==> config.mk <==
export PLATFORM = sky130hd
export DESIGN_NAME = apb_multi_master
export DESIGN_NICKNAME = d
export VERILOG_FILES = /design/src/rtl/apb_multi_master.sv
export SDC_FILE = /design/constraint.sdc
export NUM_CORES = 1
export LEC_CHECK = 0
export ABC_CLOCK_PERIOD_IN_PS = 5200
export CAP_MARGIN = 20
export CELL_PAD_IN_SITES_DETAIL_PLACEMENT = 0
export CELL_PAD_IN_SITES_GLOBAL_PLACEMENT = 1
export CORE_MARGIN = 5
export CORE_UTILIZATION = 30
export CTS_CLUSTER_DIAMETER = 200
export DETAILED_ROUTE_END_ITERATION = 6
export HOLD_SLACK_MARGIN = 0.06
export PLACE_DENSITY = 0.88
export SLEW_MARGIN = 0
export SYNTH_ARGS = -nofsm -noshare
export SYNTH_HDL_FRONTEND = slang
export SYNTH_SLANG_ARGS = --single-unit
==> constraint.sdc <==
create_clock -name pclk -period 5.2 [get_ports pclk]
set_input_delay 0.78 -clock pclk [delete_from_list [all_inputs] [get_ports pclk]]
set_output_delay 0.78 -clock pclk [all_outputs]
set_load 0.1 [all_outputs]
==> src/rtl/apb_multi_master.sv <==
// ============================================================================
// Module   : apb_multi_master
// Brief    : Valid/ready host port to NUM_SLV APB slaves with address decode,
//            wait-state timeout and a registered response carrying an error code.
// Revision : 1.0
// ============================================================================
`default_nettype none

module apb_multi_master #(
    parameter int DW      = 32,
    parameter int AW      = 32,
    parameter int NUM_SLV = 4,
    parameter int SLV_LSB = 12,
    parameter int TIMEOUT = 256
) (
    input  logic                  pclk,
    input  logic                  preset,
    input  logic                  req_valid,
    output logic                  req_ready,
    input  logic [AW-1:0]         req_addr,
    input  logic                  req_write,
    input  logic [DW-1:0]         req_wdata,
    input  logic [DW/8-1:0]       req_strb,
    input  logic [2:0]            req_prot,
    output logic                  rsp_valid,
    output logic [DW-1:0]         rsp_rdata,
    output logic [1:0]            rsp_err,
    output logic [NUM_SLV-1:0]    psel,
    output logic                  penable,
    output logic [AW-1:0]         paddr,
    output logic                  pwrite,
    output logic [2:0]            pprot,
    output logic [DW-1:0]         pwdata,
    output logic [DW/8-1:0]       pstrb,
    input  logic [NUM_SLV*DW-1:0] prdata,
    input  logic [NUM_SLV-1:0]    pready,
    input  logic [NUM_SLV-1:0]    pslverr
);

    localparam int SW = DW / 8;
    localparam int IW = (NUM_SLV > 1) ? $clog2(NUM_SLV) : 1;
    localparam int XW = AW - SLV_LSB;
    localparam int CW = (TIMEOUT > 0) ? $clog2(TIMEOUT + 1) : 1;

    localparam logic [1:0] c_ERR_OK   = 2'b00;
    localparam logic [1:0] c_ERR_DEC  = 2'b10;
    localparam logic [1:0] c_ERR_TMO  = 2'b11;
    localparam logic [CW-1:0] c_CMAX  = {CW{1'b1}};

    typedef enum logic [1:0] {
        S_IDLE   = 2'd0,
        S_SETUP  = 2'd1,
        S_ACCESS = 2'd2
    } state_t;

    state_t              r_state;
    logic [IW-1:0]       r_idx;
    logic [CW-1:0]       r_cnt;
    logic [NUM_SLV-1:0]  r_psel;
    logic                r_penable;
    logic [AW-1:0]       r_paddr;
    logic                r_pwrite;
    logic [2:0]          r_pprot;
    logic [DW-1:0]       r_pwdata;
    logic [SW-1:0]       r_pstrb;
    logic                r_rsp_valid;
    logic [DW-1:0]       r_rsp_rdata;
    logic [1:0]          r_rsp_err;

    logic [XW-1:0]       w_idx_full;
    logic                w_hit;
    logic [IW-1:0]       w_idx;
    logic                w_sel_rdy;
    logic                w_sel_err;
    logic [DW-1:0]       w_sel_rdata;
    logic                w_tmo;

    assign w_idx_full  = req_addr[AW-1:SLV_LSB];
    assign w_hit       = (w_idx_full < XW'(NUM_SLV));
    assign w_idx       = w_idx_full[IW-1:0];

    // Only the slave captured at request time is ever observed.
    assign w_sel_rdy   = pready[r_idx];
    assign w_sel_err   = pslverr[r_idx];
    assign w_sel_rdata = prdata[int'(r_idx)*DW +: DW];
    assign w_tmo       = (TIMEOUT != 0) && (r_cnt == CW'(TIMEOUT - 1));

    always_ff @(posedge pclk or negedge preset) begin
        if (!preset) begin
            r_state     <= S_IDLE;
            r_idx       <= '0;
            r_cnt       <= '0;
            r_psel      <= '0;
            r_penable   <= 1'b0;
            r_paddr     <= '0;
            r_pwrite    <= 1'b0;
            r_pprot     <= '0;
            r_pwdata    <= '0;
            r_pstrb     <= '0;
            r_rsp_valid <= 1'b0;
            r_rsp_rdata <= '0;
            r_rsp_err   <= c_ERR_OK;
        end else begin
            r_rsp_valid <= 1'b0;
            case (r_state)
                S_IDLE: begin
                    if (req_valid) begin
                        r_paddr  <= req_addr;
                        r_pwrite <= req_write;
                        r_pprot  <= req_prot;
                        r_pwdata <= req_wdata;
                        r_pstrb  <= req_write ? req_strb : '0;
                        if (w_hit) begin
                            r_psel        <= '0;
                            r_psel[w_idx] <= 1'b1;
                            r_idx         <= w_idx;
                            r_cnt         <= '0;
                            r_state       <= S_SETUP;
                        end else begin
                            r_rsp_valid <= 1'b1;
                            r_rsp_rdata <= '0;
                            r_rsp_err   <= c_ERR_DEC;
                        end
                    end
                end
                S_SETUP: begin
                    r_penable <= 1'b1;
                    r_state   <= S_ACCESS;
                end
                S_ACCESS: begin
                    // A ready on the last allowed cycle still completes normally.
                    if (w_sel_rdy) begin
                        r_psel      <= '0;
                        r_penable   <= 1'b0;
                        r_state     <= S_IDLE;
                        r_rsp_valid <= 1'b1;
                        r_rsp_rdata <= r_pwrite ? '0 : w_sel_rdata;
                        r_rsp_err   <= {1'b0, w_sel_err};
                    end else if (w_tmo) begin
                        r_psel      <= '0;
                        r_penable   <= 1'b0;
                        r_state     <= S_IDLE;
                        r_rsp_valid <= 1'b1;
                        r_rsp_rdata <= '0;
                        r_rsp_err   <= c_ERR_TMO;
                    end else begin
                        r_cnt <= (r_cnt == c_CMAX) ? r_cnt : r_cnt + 1'b1;
                    end
                end
                default: begin
                    r_psel    <= '0;
                    r_penable <= 1'b0;
                    r_state   <= S_IDLE;
                end
            endcase
        end
    end

    assign req_ready = (r_state == S_IDLE);
    assign rsp_valid = r_rsp_valid;
    assign rsp_rdata = r_rsp_rdata;
    assign rsp_err   = r_rsp_err;
    assign psel      = r_psel;
    assign penable   = r_penable;
    assign paddr     = r_paddr;
    assign pwrite    = r_pwrite;
    assign pprot     = r_pprot;
    assign pwdata    = r_pwdata;
    assign pstrb     = r_pstrb;

endmodule

`default_nettype wire
==> summary.md <==
| Metric | Value |
|---|---|
| Status | finished clean |
| First-pass GRT wire length | 28.69 mm |
| Commonest non-fill, non-tap cells in the layout | clkdlybuf4s50_1, nand2_1, dfrtp_1 |
| Crit path kind | reg -> out |
| Met2 usage | 29.73% |
| Clock Sinks | 125 |
| Worst-Skew Late Latency | 0.41 ns |
| Core ar. | 18,580 µm² |
| Placed cell area | 9067 µm² |
| Die H | 146.7 µm |
| Site row count | 50 |
| Vias in the first global route | 5,458 |
| I/O Buffers | 323 |
| Nets | 1,053 |
| Grt total ovfl | 0 |
| Seq/Total Area, Yosys | 55.80% |
| Synth top area cells | dfrtp_1, nand2_1, mux4_2, a22o_1, clkbuf_1 |
| Max-slew violation count | 0 |
| Mapped Cells | 520 |
| Dpl hpwl | 14.22 mm |
| GR peak layer | met2 |
| Worst vdd ir | 170.3 µV |
| CTS tree | built |
| Primary FF master, synth | dfrtp_1 |
| H-tree depth | 4 |
| Root Buffer | clkbuf_16 |
| Number of hold violations in the final report | 0 |
| Detail Route Antenna Nets | 0 |
| Yosys top cell by area | dfrtp_1 |
| Boundary pin count | 324 |
| Residual DRC count | 0 |
| Period utilisation layout | 59.55% |
| Grt met1 use | 18.90% |
| Fin crit period | 3.097 ns |
| WHS | 0.3454 ns |
| Initial antenna violation count | 1 |
| CP endpoint kind | primary output |
| Max-cap violations | 0 |
| Tot GR Track Use | 16.92% |
| Leakage power | 0.004308 µW |
| Syn_nets | 734 |
| TritonCTS Buffers | 17 |
| Pre-antenna DRT Iters | 4 |
| Total number of vias | 5,085 |
| Arr. time, crit path | 2.32 ns |
| Share of layout cells above drive strength 1 | 9.742% |
| Yosys cell types | 36 |
| RSZ-0062 raised after global routing | no |
| Clock skew | 0.01005 ns |
| Worst Tran Pin Value | 1.076 ns |
| Setup crit start kind | register |
| Hold Crit Class | in -> async |
| Avg Inst Size Synth | 10.78 µm² |
| Most common cell after layout, fill and taps aside | clkdlybuf4s50_1 |
| Critical path fanouts, max | 5 |
| Fmax | 322.9 MHz |
| Async S/R FF share, synth | 100.0% |
| Clock Path Buffers | 2 |
| Final core occ | 51.96% |
| Worst-path clk slew | 0.06 ns |
| WL final | 18.40 mm |
| Via density | 4.678 |
| Setup bufs post-CTS | 0 |
| Final setup viols | 0 |
| Synth Register Bits | 125 |
| Die X | 146.7 µm |
| Synth-to-layout area growth | 72.23% |
| Initial Util | 30.17% |
| Die area | 21,520 µm² |
| Synth top area share | 55.80% |
| Fin Setup TNS | 0 ns |
| Post-route cell area | 9654 µm² |
| Hold-fix buffers, CTS | 0 |
| Post-Syn Area | 5605 µm² |
| Wire per inst | 16.92 µm |
| Pre-CTS setup slack | 2.010 ns |
| GP Congestion | 0.7995 |
| Met3 usage | 5.676% |
| CTS resizes | 0 |
| Slew HR | 28.07% |
| Synth warn | 0 |
| Post-route setup slack | 2.103 ns |
| EDFF count, synth | 0 |
| 1st-iter DRT viols | 138 |
| PD cells | 309.3 nW/µm² |
| Worst EP required | 4.42 ns |
| Largest net degree at the start of global routing | 74 |
## sequential cells by signal (all words and copies together) (netlist names)
register and cells:
rsp_err 2, r_cnt 9, r_state 2, pwrite 1, psel 4, rsp_valid 1
rsp_rdata 32, r_idx 2, penable 1, paddr 32, pstrb 4, pwdata 32
pprot 3
## layer usage
| layer | up-vias | wire, µm |
|---|---|---|
| li1 | 2422 | - |
| met3 | 29 | 1540 |
| met4 | 0 | 408 |
| met5 | - | 0 |
| met2 | 222 | 9450 |
| met1 | 2412 | 6997 |
## worst paths after layout
kind                                   startpoint                     to  slack [ns]  cells past startpoint
max                        r_state[0]$_DFFE_PN0P_              req_ready        2.10                      2
min reg2reg                  pstrb[3]$_DFFE_PN0P_   pstrb[3]$_DFFE_PN0P_        0.47                      2
min in group pclk            pstrb[3]$_DFFE_PN0P_   pstrb[3]$_DFFE_PN0P_        0.47                      2
max reg2reg                  r_idx[0]$_DFFE_PN0P_   r_cnt[4]$_DFFE_PN0P_        2.42                      6
max in group asynchronous                  preset   r_idx[0]$_DFFE_PN0P_        3.86                      2
min                                        preset  paddr[28]$_DFFE_PN0P_        0.35                      1
## report_power, final
| part | internal, µW | leakage (µW) | switching [µW] |
|---|---|---|---|
| Sequential | 1030 | 0.00160 | 30.9 |
| Combinational | 273 | 0.00243 | 531 |
| Clock | 663 | 0.000274 | 458 |
## final cells by class
type,instances,area [µm²]
diodes,1,2.502
clock buffers,17,425.4
inverters,8,30.03
fillers,1685,8926
well taps,234,292.8
repair buffers,332,3311
clock inverters,15,138.9
flip-flops and latches,125,3129
multi-input cells,355,2325
## cells by family (layout without fill, tap and decap cells)
logic type | count (synthesis) | in the layout | synth area share [%]
other | 0 | 1 | 0
multiplexers | 36 | 36 | 14.04
flip-flops | 125 | 125 | 55.80
buffers and inverters | 40 | 372 | 2.879
XOR/XNOR | 5 | 5 | 0.7814
AND/OR/NAND/NOR | 258 | 258 | 18.44
adder cells (fa/ha/maj) | 3 | 3 | 0.6697
AO/OA/AOI/OAI | 53 | 53 | 7.388
## cells in the mapped netlist (2+ instances only)
cell type  instances
a21oi_1            3
a22o_1            33
a22oi_1            2
a32o_1             2
buf_2              3
clkbuf_1          27
dfrtp_1          125
ha_1               3
inv_1              8
mux4_2            34
nand2_1          220
nand3_1            8
nand4_1            2
nor2_1            11
nor2b_1            2
nor3_1             3
nor4_1             4
o21ai_0            9
xnor2_1            2
xor2_1             3
## metrics by stage
stage                     std cells  total power, µW
after floorplan                 520             1562
after global placement         1053             1882
after detailed placement       1053             1890
after CTS                      1085             3031
after global routing           1087             3104
final                          1087             2986
## worst max-delay path: stages (launching register included)
cell and delay, ns:
dfrtp_1 0.44, nor2_1 0.25, clkdlybuf4s50_1 1.21
(Power assumes the default switching activity.)
